### src/rtl/bdd_pkg.sv
// Shared definitions for the decision-tree classifier engine.
//   - bdd_state_t : traversal FSM states (IDLE/FETCH/EVAL/DONE)
//   - bdd_aidx_w  : attribute-index field width, never below 1 bit
//   - bdd_node_w  : node word width = AIDX_W + ATTR_W + 2*(1+CHILD_W)
//   - bdd_*_lsb   : bit positions of every node field. The node word is
//                   packed MSB->LSB as
//                   attr_idx | thresh | le_leaf | le_ptr | gt_leaf | gt_ptr
package bdd_pkg;

  typedef enum logic [1:0] {
    IDLE  = 2'd0,
    FETCH = 2'd1,
    EVAL  = 2'd2,
    DONE  = 2'd3
  } bdd_state_t;

  function automatic int bdd_aidx_w(input int num_attr);
    return (num_attr > 1) ? $clog2(num_attr) : 1;
  endfunction

  function automatic int bdd_node_w(input int num_attr, input int attr_w, input int child_w);
    return bdd_aidx_w(num_attr) + attr_w + 2 * (1 + child_w);
  endfunction

  function automatic int bdd_gt_ptr_lsb();
    return 0;
  endfunction

  function automatic int bdd_gt_leaf_bit(input int child_w);
    return child_w;
  endfunction

  function automatic int bdd_le_ptr_lsb(input int child_w);
    return child_w + 1;
  endfunction

  function automatic int bdd_le_leaf_bit(input int child_w);
    return 2 * child_w + 1;
  endfunction

  function automatic int bdd_thresh_lsb(input int child_w);
    return 2 * child_w + 2;
  endfunction

  function automatic int bdd_aidx_lsb(input int attr_w, input int child_w);
    return 2 * child_w + 2 + attr_w;
  endfunction

endpackage

### src/rtl/bdd_node_ram.sv
// Node table storage: DEPTH x DATA_W, one write port and one read port
// with a registered output (1-cycle read latency). The array has no reset,
// so contents survive a reset of the engine.
// Ports:
//   clk    : clock
//   we     : write strobe
//   waddr  : write address
//   wdata  : write data
//   re     : read enable; rdata updates on the next rising edge
//   raddr  : read address
//   rdata  : registered read data
module bdd_node_ram #(
  parameter int ADDR_W = 5,
  parameter int DATA_W = 28
) (
  input  logic              clk,
  input  logic              we,
  input  logic [ADDR_W-1:0] waddr,
  input  logic [DATA_W-1:0] wdata,
  input  logic              re,
  input  logic [ADDR_W-1:0] raddr,
  output logic [DATA_W-1:0] rdata
);

  localparam int DEPTH = 2 ** ADDR_W;

  logic [DATA_W-1:0] mem [DEPTH];
  logic [DATA_W-1:0] rdata_reg;

  always_ff @(posedge clk) begin
    if (we) begin
      mem[waddr] <= wdata;
    end
    if (re) begin
      rdata_reg <= mem[raddr];
    end
  end

  assign rdata = rdata_reg;

endmodule

### src/rtl/bdd_tree_engine.sv
// Decision-tree classifier engine.
// Accepts an attribute vector (valid/ready), walks the node table starting
// at ROOT_ADDR at one node per two cycles (FETCH issues the RAM read, EVAL
// compares and branches), and presents the leaf class (valid/ready).
// The node table is written through the cfg port, honoured only when idle.
// Optional feature macro: BDD_DEPTH_GUARD_EN -- when defined, a traversal
// that would enter its MAX_DEPTH-th internal child is aborted with
// out_err=1 and out_class=0; when undefined, out_err is constant 0.
// Ports:
//   clk, rst            : clock, synchronous active-high reset
//   in_valid/in_ready   : input handshake; in_attr attribute i at [i*ATTR_W +: ATTR_W]
//   out_valid/out_ready : output handshake; out_class leaf class, out_err guard abort
//   cfg_we/cfg_addr/cfg_wdata : node table write port
//   cfg_err             : 1-cycle pulse when a cfg write is dropped (engine busy)
module bdd_tree_engine
  import bdd_pkg::*;
#(
  parameter int NUM_ATTR    = 4,
  parameter int ATTR_W      = 8,
  parameter int NODE_ADDR_W = 5,
  parameter int CHILD_W     = 8,
  parameter int ROOT_ADDR   = 0,
  parameter int MAX_DEPTH   = 16,
  localparam int NODE_W     = bdd_node_w(NUM_ATTR, ATTR_W, CHILD_W)
) (
  input  logic                       clk,
  input  logic                       rst,
  input  logic                       in_valid,
  output logic                       in_ready,
  input  logic [NUM_ATTR*ATTR_W-1:0] in_attr,
  output logic                       out_valid,
  input  logic                       out_ready,
  output logic [CHILD_W-1:0]         out_class,
  output logic                       out_err,
  input  logic                       cfg_we,
  input  logic [NODE_ADDR_W-1:0]     cfg_addr,
  input  logic [NODE_W-1:0]          cfg_wdata,
  output logic                       cfg_err
);

  localparam int AIDX_W     = bdd_aidx_w(NUM_ATTR);
  localparam int GT_PTR_LSB = bdd_gt_ptr_lsb();
  localparam int GT_LEAF    = bdd_gt_leaf_bit(CHILD_W);
  localparam int LE_PTR_LSB = bdd_le_ptr_lsb(CHILD_W);
  localparam int LE_LEAF    = bdd_le_leaf_bit(CHILD_W);
  localparam int TH_LSB     = bdd_thresh_lsb(CHILD_W);
  localparam int AIDX_LSB   = bdd_aidx_lsb(ATTR_W, CHILD_W);

  // Parameter sanity: child pointers must be able to hold a node address.
  if (CHILD_W < NODE_ADDR_W || MAX_DEPTH < 1) begin : g_bad_params
    $error("bdd_tree_engine: CHILD_W must be >= NODE_ADDR_W and MAX_DEPTH >= 1");
  end

  // ---------------------------------------------------------------------
  // State and datapath registers
  // ---------------------------------------------------------------------
  bdd_state_t                 state_reg, state_next;
  logic [NUM_ATTR*ATTR_W-1:0] attr_reg, attr_next;
  logic [NODE_ADDR_W-1:0]     addr_reg, addr_next;
  logic                       out_valid_reg, out_valid_next;
  logic [CHILD_W-1:0]         out_class_reg, out_class_next;
  logic                       cfg_err_reg, cfg_err_next;

`ifdef BDD_DEPTH_GUARD_EN
  localparam int DEPTH_W = $clog2(MAX_DEPTH + 1);
  logic [DEPTH_W-1:0] depth_reg, depth_next;
  logic [DEPTH_W-1:0] depth_inc;
  logic               out_err_reg, out_err_next;

  assign depth_inc = depth_reg + DEPTH_W'(1);
`endif

  // ---------------------------------------------------------------------
  // Node RAM: writes only while idle, read issued in FETCH
  // ---------------------------------------------------------------------
  logic              ram_we;
  logic              ram_re;
  logic [NODE_W-1:0] node_word;

  assign ram_we = cfg_we && (state_reg == IDLE);
  assign ram_re = (state_reg == FETCH);

  bdd_node_ram #(
    .ADDR_W (NODE_ADDR_W),
    .DATA_W (NODE_W)
  ) u_ram (
    .clk   (clk),
    .we    (ram_we),
    .waddr (cfg_addr),
    .wdata (cfg_wdata),
    .re    (ram_re),
    .raddr (addr_reg),
    .rdata (node_word)
  );

  // ---------------------------------------------------------------------
  // Node decode and compare (valid during EVAL)
  // ---------------------------------------------------------------------
  logic [AIDX_W-1:0]  node_aidx;
  logic [ATTR_W-1:0]  node_thresh;
  logic               node_le_leaf;
  logic [CHILD_W-1:0] node_le_ptr;
  logic               node_gt_leaf;
  logic [CHILD_W-1:0] node_gt_ptr;

  assign node_aidx    = node_word[AIDX_LSB +: AIDX_W];
  assign node_thresh  = node_word[TH_LSB +: ATTR_W];
  assign node_le_leaf = node_word[LE_LEAF];
  assign node_le_ptr  = node_word[LE_PTR_LSB +: CHILD_W];
  assign node_gt_leaf = node_word[GT_LEAF];
  assign node_gt_ptr  = node_word[GT_PTR_LSB +: CHILD_W];

  logic [ATTR_W-1:0] attr_arr [NUM_ATTR];

  for (genvar gi = 0; gi < NUM_ATTR; gi++) begin : g_attr_split
    assign attr_arr[gi] = attr_reg[gi*ATTR_W +: ATTR_W];
  end

  // Indices with no matching attribute fall through to the default of 0.
  logic [ATTR_W-1:0] attr_val;

  always_comb begin
    attr_val = '0;
    for (int i = 0; i < NUM_ATTR; i++) begin
      if (node_aidx == AIDX_W'(i)) begin
        attr_val = attr_arr[i];
      end
    end
  end

  logic               take_le;
  logic               sel_leaf;
  logic [CHILD_W-1:0] sel_ptr;

  assign take_le  = (attr_val <= node_thresh);
  assign sel_leaf = take_le ? node_le_leaf : node_gt_leaf;
  assign sel_ptr  = take_le ? node_le_ptr : node_gt_ptr;

  // ---------------------------------------------------------------------
  // FSM next-state and output logic
  // ---------------------------------------------------------------------
  always_comb begin
    state_next     = state_reg;
    attr_next      = attr_reg;
    addr_next      = addr_reg;
    out_valid_next = out_valid_reg;
    out_class_next = out_class_reg;
    cfg_err_next   = cfg_we && (state_reg != IDLE);
`ifdef BDD_DEPTH_GUARD_EN
    depth_next     = depth_reg;
    out_err_next   = out_err_reg;
`endif

    case (state_reg)
      IDLE: begin
        if (in_valid) begin
          attr_next  = in_attr;
          addr_next  = NODE_ADDR_W'(ROOT_ADDR);
          state_next = FETCH;
`ifdef BDD_DEPTH_GUARD_EN
          depth_next = '0;
`endif
        end
      end

      FETCH: begin
        state_next = EVAL;
      end

      EVAL: begin
        if (sel_leaf) begin
          out_class_next = sel_ptr;
          out_valid_next = 1'b1;
          state_next     = DONE;
`ifdef BDD_DEPTH_GUARD_EN
          out_err_next   = 1'b0;
`endif
        end else begin
`ifdef BDD_DEPTH_GUARD_EN
          // Entering another internal node would exceed the visit budget.
          if (depth_inc == DEPTH_W'(MAX_DEPTH)) begin
            out_class_next = '0;
            out_valid_next = 1'b1;
            out_err_next   = 1'b1;
            state_next     = DONE;
          end else begin
            addr_next  = sel_ptr[NODE_ADDR_W-1:0];
            depth_next = depth_inc;
            state_next = FETCH;
          end
`else
          addr_next  = sel_ptr[NODE_ADDR_W-1:0];
          state_next = FETCH;
`endif
        end
      end

      DONE: begin
        if (out_ready) begin
          out_valid_next = 1'b0;
          state_next     = IDLE;
`ifdef BDD_DEPTH_GUARD_EN
          out_err_next   = 1'b0;
`endif
        end
      end

      default: begin
        state_next = IDLE;
      end
    endcase
  end

  // ---------------------------------------------------------------------
  // Registers
  // ---------------------------------------------------------------------
  always_ff @(posedge clk) begin
    if (rst) begin
      state_reg     <= IDLE;
      attr_reg      <= '0;
      addr_reg      <= '0;
      out_valid_reg <= 1'b0;
      out_class_reg <= '0;
      cfg_err_reg   <= 1'b0;
`ifdef BDD_DEPTH_GUARD_EN
      depth_reg     <= '0;
      out_err_reg   <= 1'b0;
`endif
    end else begin
      state_reg     <= state_next;
      attr_reg      <= attr_next;
      addr_reg      <= addr_next;
      out_valid_reg <= out_valid_next;
      out_class_reg <= out_class_next;
      cfg_err_reg   <= cfg_err_next;
`ifdef BDD_DEPTH_GUARD_EN
      depth_reg     <= depth_next;
      out_err_reg   <= out_err_next;
`endif
    end
  end

  assign in_ready  = (state_reg == IDLE);
  assign out_valid = out_valid_reg;
  assign out_class = out_class_reg;
  assign cfg_err   = cfg_err_reg;

`ifdef BDD_DEPTH_GUARD_EN
  assign out_err = out_err_reg;
`else
  assign out_err = 1'b0;
`endif

endmodule

### config.mk
export PLATFORM = sky130hd
export DESIGN_NAME = bdd_tree_engine
export DESIGN_NICKNAME = d
export VERILOG_FILES = /design/src/rtl/bdd_pkg.sv /design/src/rtl/bdd_node_ram.sv /design/src/rtl/bdd_tree_engine.sv
export SDC_FILE = /design/constraint.sdc
export NUM_CORES = 1
export LEC_CHECK = 0
export CORE_MARGIN = 3
export CORE_UTILIZATION = 44
export DETAILED_ROUTE_END_ITERATION = 12
export GPL_TIMING_DRIVEN = 0
export PLACE_DENSITY = 0.65
export SLEW_MARGIN = 20
export SYNTH_ARGS = -nofsm -noshare
export SYNTH_HDL_FRONTEND = slang
export SYNTH_SLANG_ARGS = --single-unit
### constraint.sdc
create_clock -name clk -period 4.3 [get_ports clk]
set_clock_uncertainty 0.05 [all_clocks]
set_input_delay 0.86 -clock clk [delete_from_list [all_inputs] [get_ports clk]]
set_output_delay 0.86 -clock clk [all_outputs]
set_load 0.01 [all_outputs]
==> metrics.txt, run 1 <==
final design instance area without fill=43,660 µm²; worst setup margin=277.8 ps; switching share of power=20.84%; kind of end point of the critical path=flop; Pwr Total=19.61 mW; Final period util=93.54%; HPWL after detailed placement=57,940 µm; Skew-Pair Late Insertion Delay=660 ps; CTS Root Buffer Type=clkbuf_16; gp weighted congestion=0.8405; Psw=4.087 mW; share of cells above drive strength 1=30.57%; fin nets=1,926; headroom to the max-slew limit=24.46%; Crit path max-delay family=compound AO/OA/AOI/OAI gates; ys flop type=edfxtp_1; Fillers=6,471; Max IR drop VDD=0.3348 mV; r2r startpoint=u_ram.rdata[26]; Iteration-0 DRC Markers=2,282; Post-Place Setup Slack=366.6 ps; internal power=15.52 mW; Final setup viols=0; Logic pwr share=4.4%; Detail Route Antenna Nets=0; FFs w/ async S/R, synth=0%; Clock power frac=41.9%; IO Pins=82; hold endpoint=attr_reg[22]; Leakage=13.17 nW; Port Buffers=79; H-tree lvl count=3; vias in the first global route=18,230; first-pass GRT wire length=128,900 µm; cts-stage hold buffer count=0; Remaining Overflow, GRT=0; Slew Limit Fails=0; status=finished clean; crit path launch type=flop; Min Clock Period, post-route=4022 ps; Slew @ Worst Pin=1133 ps; wire per inst=28.94 µm; Seq pwr share=53.6%; postcts setup bufs=0; crit-path cells=clkbuf_1 -> mux4_2 -> ha_1 -> nor2b_1 -> o211ai_2 -> a2111oi_0 -> or2_0 -> clkbuf_1 -> or4_1 -> o22ai_1; Post-DP Area=40,670 µm²; total track usage=20.29%; Max stage delay on crit path=610 ps; Worst Path Required=4780 ps; Power Density=449.0 nW/µm²; Worst Path Arrival=4500 ps; pin count of the biggest net entering global routing=33; Worst Hold Depth=2; Slowest cell on crit path=mux4_2; post-CTS resize count=0; Synth Area per Inst=22.83 µm²; vias=17,860; core footprint=83,820 µm²; reg-to-reg endpoint=addr_reg[2]; Hold WC Path Type=flop to flop; Crit Path Max Fanout=8; Final Hold Viols=0; Cell variety after synth=45; Clock Sinks=973; initial antenna violation count=5; maxcap violations=0; Rows=106; initial core utilization=44.53%; die width=297.3 µm; area grow syn2layout=16.99%; Max Buffers Root-to-Sink=3; drt pass-1 iters=6; RSZ-0062 raised after global routing=no; Mapped Area=37,320 µm²; DRC Markers=0; Synth Register Bits=973; hold_sp=attr_reg[22]; DRT Wirelength=88,700 µm; clk slew on worst S/H paths=60 ps; Reg2Reg Setup Slack=280 ps; CTS tree=yes; cell mode on critical path=clkbuf_1; die area=88,360 µm²; f_max=0.2486 GHz; Post-synth EDFFs=924; TritonCTS Buffers=96; Syn. warnings=0; type of the worst setup path=flop to flop; drt via density=5.826; Die H=297.3 µm; R2R depth=10; post-synthesis cell count=1,635; setup TNS=0 ps; Worst Path Buf+Inv=2; Syn Nets=1,713; max reg flops=896; sequential area share after synthesis=76.97%
-- worst reg2reg max path, cell delays in order (launching register included) --
cell and delay [ps]:
edfxtp_1 330, clkbuf_1 550, mux4_2 610, ha_1 310
nor2b_1 150, o211ai_2 420, a2111oi_0 220, or2_0 250
clkbuf_1 180, or4_1 530, o22ai_1 320
-- cells in the final DEF (no fill, tap or decap), types with 20 or more instances in the layout --
master / count
a21oi_1: 41
mux2_2: 28
dfxtp_1: 49
clkbuf_16: 96
nor2_4: 32
clkinv_1: 21
mux4_2: 288
buf_16: 22
edfxtp_1: 924
clkbuf_1: 62
clkdlybuf4s50_1: 52
clkinv_2: 20
buf_2: 40
nand2_1: 75
-- worst max-delay path by stage --
stage,start,endpoint,cells after the start
after floorplan,u_ram.rdata[26],addr_reg[0],10
after global placement,cfg_addr[1],u_ram.mem[15][8],3
after detailed placement,u_ram.rdata[26],addr_reg[2],10
after CTS,u_ram.rdata[26],addr_reg[2],10
after global routing,u_ram.rdata[26],addr_reg[2],10
final,u_ram.rdata[26],addr_reg[2],10
-- per-layer routing --
metal	wire length [µm]	track usage, %	part of all wire [%]	vias up
met2	42400	31.68	48	822
met5	42	0	0.047	-
met3	7586	4.364	8.6	140
met1	36360	29.25	41	9515
met4	2309	5.635	2.6	6
li1	-	-	-	7375
-- synth_stat cells, drive strengths merged (2+ instances only) --
master   count  share of area, %
a21boi       3             0.060
a211oi       5              0.10
edfxtp     924                74
inv         10              0.10
or3b         2             0.047
nand2b       3             0.050
o22ai        6              0.10
mux4       288                17
and3         4             0.067
mux2        28              0.84
buf         39              0.68
nand3       11              0.15
nand2       75              0.75
or3          2             0.034
nand3b       3             0.060
dfxtp       49               2.6
o21ai        7             0.094
nor2b        8              0.13
nor2        42              0.42
o211ai       2             0.054
clkbuf      45              0.45
nand4        3             0.050
a21oi       42              0.57
o2bb2ai      5              0.12
o221ai       8              0.19
ha           8              0.27
-- metrics by stage --
step	hold slack, ps	util, %	instances
finish	408.6	52.09	3065
floorplan	383.1	-	1635
global placement	391.1	47.17	2848
CTS	405.7	52.25	3064
global route	414.1	52.09	3064
detailed placement	398.4	48.52	2884
-- power groups by stage --
stage / combinational, mW / sequential [mW] / clock [mW]
3_3_place_gp: 0.826 / 10.7 / 0
2_1_floorplan: 0.441 / 10.7 / 0
3_5_place_dp: 0.884 / 10.7 / 0
6_report: 0.871 / 10.5 / 8.22
4_1_cts: 0.889 / 10.5 / 8.36
5_1_grt: 0.928 / 10.5 / 8.77
-- final cells by class --
| type | count | area [µm²] | area share (%) |
|---|---|---|---|
| antenna | 1 | 2.502 | 0.005731 |
| buffer | 84 | 426.7 | 0.9771 |
| clock buffer | 115 | 2494 | 5.711 |
| clock inverter | 65 | 631.9 | 1.447 |
| inverter | 10 | 37.54 | 0.08596 |
| multi-input combinational | 568 | 8384 | 19.20 |
| sequential | 973 | 28730 | 65.79 |
| tap | 1134 | 1419 | 3.249 |
| timing repair buffer | 115 | 1541 | 3.530 |
-- cell families (layout without fill, tap and decap cells) --
| kind of cell | after synthesis | in the layout | share of synthesized area (%) |
|---|---|---|---|
| muxes | 316 | 316 | 18.22 |
| adders and majority gates | 8 | 8 | 0.2682 |
| and+or+nand+nor | 159 | 159 | 1.877 |
| buffers and inverters | 94 | 389 | 1.234 |
| AOI/OAI and AO/OA | 84 | 84 | 1.421 |
| other | 1 | 2 | 0.01005 |
| DFF | 973 | 973 | 76.97 |
Note: power is estimated with default switching activity, not from simulation.
==> run 2: changes to the inputs <==
==> constraint.sdc (replaced) <==
create_clock -name clk -period 4.05 [get_ports clk]
set_clock_uncertainty 0.05 [all_clocks]
set_input_delay 0.81 -clock clk [delete_from_list [all_inputs] [get_ports clk]]
set_output_delay 0.81 -clock clk [all_outputs]
set_load 0.01 [all_outputs]
==> run 2 against run 1 <==
  * Wire length is essentially flat
  * Total power grew 6.2%
  * Final cell count is essentially flat
  * Final area is essentially flat
  * Sequential power grew 7%
  * Flip-flop and latch count is the same
  * Global-route usage is the same
  * Via count shrank 0.58%
  * Worst setup slack lost 130 ps
  * First-iteration DRC count shrank 3.8%
  * Die area is the same
  * Core utilization is essentially flat
  * Largest cell class unchanged
==> metrics.txt, run 2 (synthesis gave the netlist of run 1 again) <==
H-tree lvl count=3 (unchanged); Rows=106 (unchanged); initial core utilization=44.53% (unchanged); Clock power frac=41.9% (about the same); total track usage=20.29% (unchanged); setup TNS=0 ps (unchanged); Power Density=476.7 nW/µm² (+6.2%); f_max=0.2564 GHz (+3.1%); Final Hold Viols=0 (unchanged); pin count of the biggest net entering global routing=33 (unchanged); Worst Path Required=4530 ps (-250 ps); max reg flops=896 (unchanged); first-pass GRT wire length=128,900 µm (unchanged); Slew Limit Fails=0 (unchanged); fin nets=1,925 (-0.052%); Psw=4.336 mW (+6.1%); type of the worst setup path=flop to flop; R2R depth=9 (-1); vias=17,750 (-0.58%); crit path launch type=flop; core footprint=83,820 µm² (unchanged); Die H=297.3 µm (unchanged); Max IR drop VDD=0.3563 mV (+6.4%); Worst Hold Depth=2 (unchanged); gp weighted congestion=0.8405 (unchanged); Max Buffers Root-to-Sink=3 (unchanged); commonest non-fill, non-tap cell in the layout=edfxtp_1; internal power=16.48 mW (+6.2%); r2r startpoint=u_ram.rdata[26]; drt via density=5.794 (-0.55%); die width=297.3 µm (unchanged); Skew-Pair Late Insertion Delay=650 ps (about the same); CTS tree=yes; Critical Path Source=u_ram.rdata[26]; status=finished clean; hold_sp=attr_reg[29]; Final setup viols=0 (unchanged); Pwr Total=20.81 mW (+6.2%); HPWL after detailed placement=57,940 µm (unchanged); Slew @ Worst Pin=1152 ps (+19.29 ps); Hold WC Path Type=flop to flop; IO Pins=82 (unchanged); switching share of power=20.84% (about the same); die area=88,360 µm² (unchanged); Final period util=96.30% (+2.8 points); RSZ-0062 raised after global routing=no; Iteration-0 DRC Markers=2,195 (-3.8%); Crit Path Max Fanout=8 (unchanged); Seq pwr share=53.6% (about the same); Port Buffers=79 (unchanged); headroom to the max-slew limit=23.18% (-1.3 points); Clock Sinks=973 (unchanged); vias in the first global route=18,230 (unchanged); Detail Route Antenna Nets=0 (unchanged); area grow syn2layout=16.98% (about the same); kind of end point of the critical path=flop; most frequent cells in the layout=924 x edfxtp_1, 288 x mux4_2, 96 x clkbuf_16, 75 x nand2_1, 61 x clkbuf_1; maxcap violations=0 (unchanged); Logic pwr share=4.4% (about the same); TritonCTS Buffers=96 (unchanged); drt pass-1 iters=5 (-1); postcts setup bufs=0 (unchanged); clk slew on worst S/H paths=60 ps (about the same); Remaining Overflow, GRT=0 (unchanged); DRT Wirelength=88,650 µm (about the same); DRC Markers=0 (unchanged); CTS Root Buffer Type=clkbuf_16; Leakage=13.17 nW (about the same); wire per inst=28.93 µm (about the same); Worst Path Arrival=4380 ps (-120 ps); initial antenna violation count=5 (unchanged); share of cells above drive strength 1=30.59% (about the same); Min Clock Period, post-route=3900 ps (-121.9 ps)
run 2: cell count changes in the layout (fill, tap and decap cells not counted), sizes merged:
cell    delta
clkbuf     -1
run 2: per-layer routing:
metal | GRT usage, % | routed length, µm | part of all wire (%)
met2 | 31.68 | 42340 | 48
met4 | 5.635 | 2232 | 2.5
met3 | 4.364 | 7703 | 8.7
met5 | 0 | 42 | 0.047
met1 | 29.25 | 36330 | 41
run 2: cell type report:
class / count / area (µm²)
tap: 1134 / 1419
antenna: 1 / 2.502
multi-input combinational: 568 / 8384
buffer: 83 / 422.9
sequential: 973 / 28730
clock buffer: 115 / 2494
clock inverter: 65 / 631.9
fill: 6471 / 40160
timing repair buffer: 115 / 1541
inverter: 10 / 37.54
run 2: through the flow:
stage | utilization (%) | cell area, µm² | hold slack, ps | std cells | setup slack [ps]
6_report | 52.09 | 43660 | 407.1 | 3064 | 149.7
5_1_grt | 52.09 | 43660 | 414.1 | 3063 | 40.92
4_1_cts | 52.25 | 43800 | 405.7 | 3064 | 92.42
3_5_place_dp | 48.52 | 40670 | 398.4 | 2884 | 116.6
3_3_place_gp | 47.17 | 39530 | 391.1 | 2848 | -1411
2_1_floorplan | - | 37320 | 383.1 | 1635 | 775.5
run 2: final timing paths:
kind,end,slack (ps)
setup / recovery,addr_reg[2],150
hold reg to reg,attr_reg[29],410
hold / removal,attr_reg[29],410
setup reg to reg,addr_reg[2],150
run 2: what timing repair did:
action / in CTS / in global routing
resized for setup: 0 / 0
setup endpoints to repair: 0 / 12
hold buffers: 0 / 0
run 2: power by group through the flow:
stage / Combinational (mW) / Sequential (mW) / Clock (mW)
global route: 0.982 / 11.2 / 9.31
floorplan: 0.468 / 11.4 / 0
global placement: 0.877 / 11.4 / 0
CTS: 0.943 / 11.2 / 8.88
detailed placement: 0.938 / 11.4 / 0
finish: 0.919 / 11.2 / 8.73
run 2: worst max-delay path, stage by stage (launching register included):
cell	delay, ps
edfxtp_1	710
mux4_2	600
ha_1	310
nor2b_1	150
o211ai_2	440
a2111oi_0	230
or2_0	260
clkbuf_1	180
or4_1	530
o22ai_1	330
==> run 3: changes to the inputs <==
--- a/config.mk
+++ b/config.mk
@@ -9,7 +9,7 @@
 export CORE_UTILIZATION = 44
 export DETAILED_ROUTE_END_ITERATION = 12
 export GPL_TIMING_DRIVEN = 0
-export PLACE_DENSITY = 0.65
+export PLACE_DENSITY = 0.71
 export SLEW_MARGIN = 20
 export SYNTH_ARGS = -nofsm -noshare
 export SYNTH_HDL_FRONTEND = slang
==> run 3 against run 2 <==
  * Worst hold slack improved by 0.63 ps
  * Wire length rose by 0.87%
  * First-iteration DRC count rose by 8.1%
  * Register-to-register slack improved by 40 ps
  * Maximum frequency rose by 1.1%
  * Highest routed layer unchanged
==> metrics.txt, run 3 (synthesis gave the netlist of run 1 again) <==
maxcap violations=0 (unchanged); gp weighted congestion=0.8878 (+5.6%); Final Hold Viols=0 (unchanged); Worst Path Required=4520 ps (about the same); Pwr Total=20.77 mW (-0.21%); Leakage=13.18 nW (about the same); DRT Wirelength=89,420 µm (+0.87%); Max IR drop VDD=0.3470 mV (-2.6%); final design instance area without fill=43,700 µm² (about the same); CTS Root Buffer Type=clkbuf_16; Skew-Pair Late Insertion Delay=670 ps (+20 ps); Iteration-0 DRC Markers=2,373 (+8.1%); Final period util=95.27% (-1.0 points); Clock Sinks=973 (unchanged); die area=88,360 µm² (unchanged); Die H=297.3 µm (unchanged); f_max=0.2592 GHz (+1.1%); Fillers=6,312 (-2.5%); Crit Path Max Fanout=8 (unchanged); initial antenna violation count=4 (-1); die width=297.3 µm (unchanged); Power Density=475.3 nW/µm² (-0.30%); clk slew on worst S/H paths=60 ps (about the same); share of cells above drive strength 1=29.75% (-0.84 points); most frequent cells in the layout=924 x edfxtp_1, 288 x mux4_2, 97 x clkbuf_16, 75 x nand2_1, 68 x clkbuf_1; status=finished clean; met3 Use GR=4.766% (+0.40 points); met1 Usage GRT=28.78% (-0.48 points); Final setup viols=0 (unchanged); drt pass-1 iters=6 (+1); setup TNS=0 ps (unchanged); drt via density=5.853 (+1.0%); vias=17,900 (+0.84%); Hold WC Path Type=flop to flop; core footprint=83,820 µm² (unchanged); first-pass GRT wire length=130,000 µm (+0.86%); fin util=52.13% (about the same); CTS tree=yes; HPWL after detailed placement=57,700 µm (-0.42%); initial core utilization=44.53% (unchanged); Max Buffers Root-to-Sink=3 (unchanged); type of the worst setup path=flop to flop; Slew Limit Fails=0 (unchanged); max reg flops=896 (unchanged); Min Clock Period, post-route=3858 ps (-42.05 ps); H-tree lvl count=3 (unchanged); DRC Markers=0 (unchanged); Post-DP Area=40,720 µm² (+0.13%); Remaining Overflow, GRT=0 (unchanged); GR peak layer=met2; crit path launch type=flop; Port Buffers=79 (unchanged); Slew @ Worst Pin=1119 ps (-32.91 ps); TritonCTS Buffers=96 (unchanged); Rows=106 (unchanged); vias in the first global route=18,370 (+0.76%); headroom to the max-slew limit=25.37% (+2.2 points); fin nets=1,929 (+0.21%); Worst Path Arrival=4330 ps (-50 ps); wire per inst=29.23 µm (+1.0%); IO Pins=82 (unchanged); commonest non-fill, non-tap cell in the layout=edfxtp_1; RSZ-0062 raised after global routing=no; met2 Use GR=32.02% (+0.34 points); area grow syn2layout=17.08% (about the same); pin count of the biggest net entering global routing=33 (unchanged); kind of end point of the critical path=flop; post-CTS resize count=0 (unchanged); Detail Route Antenna Nets=0 (unchanged); total track usage=20.31% (+0.028 points)
[run 3: path summary, 6_finish.rpt]
kind | endpoint | from | slack [ps] | depth (start not counted)
worst max-delay path | addr_reg[2] | u_ram.rdata[27] | 190 | 10
worst min-delay path | attr_reg[20] | attr_reg[20] | 410 | 2
worst max register to register | addr_reg[2] | u_ram.rdata[27] | 190 | 10
worst min register to register | attr_reg[20] | attr_reg[20] | 410 | 2
[run 3: timing repair]
item / in CTS / in global routing
setup endpoints to repair: 1 / 1
buffers inserted: 0 / 4
pin swaps: 0 / 0
hold buffers: 0 / 0
[run 3: area by class of cell]
type / instances / area [µm²] / share of cell area, %
Sequential cell: 973 / 28730 / 65.74
Multi-Input combinational cell: 568 / 8384 / 19.19
Clock buffer: 125 / 2554 / 5.844
Timing Repair Buffer: 119 / 1664 / 3.808
Tap cell: 1134 / 1419 / 3.247
Clock inverter: 45 / 484.2 / 1.108
Buffer: 83 / 424.2 / 0.9706
Inverter: 10 / 37.54 / 0.08590
Antenna cell: 2 / 5.005 / 0.01145
[run 3: critical path: stages (launching register included)]
cell and delay, ps:
edfxtp_1 320, clkbuf_1 490, mux4_2 420, ha_1 310, nor2b_1 150, o211ai_2 420, a2111oi_0 230, or2_0 270
clkbuf_1 170, or4_1 520, o22ai_1 380
[run 3: metal layers]
metal | wire (µm) | part of all wire (%)
met5 | 11 | 0.012
met4 | 2293 | 2.6
met3 | 8528 | 9.5
met2 | 42580 | 48
met1 | 36000 | 40
[run 3: power breakdown]
group          switching (mW)  internal [mW]  leakage [nW]
Sequential             0.0416           11.1          8.73
Clock                    3.65           5.01          1.48
Combinational           0.579          0.361          2.98
Total                    4.27           16.5          13.2
[run 3: through the flow]
step                setup slack (ps)  std cells  hold slack, ps
global route                   91.69       3057           424.4
detailed placement             36.42       2884           402.4
global placement               -1308       2848           391.2
finish                         191.8       3059           407.8
floorplan                      775.5       1635           383.1
CTS                            172.6       3053           407.0
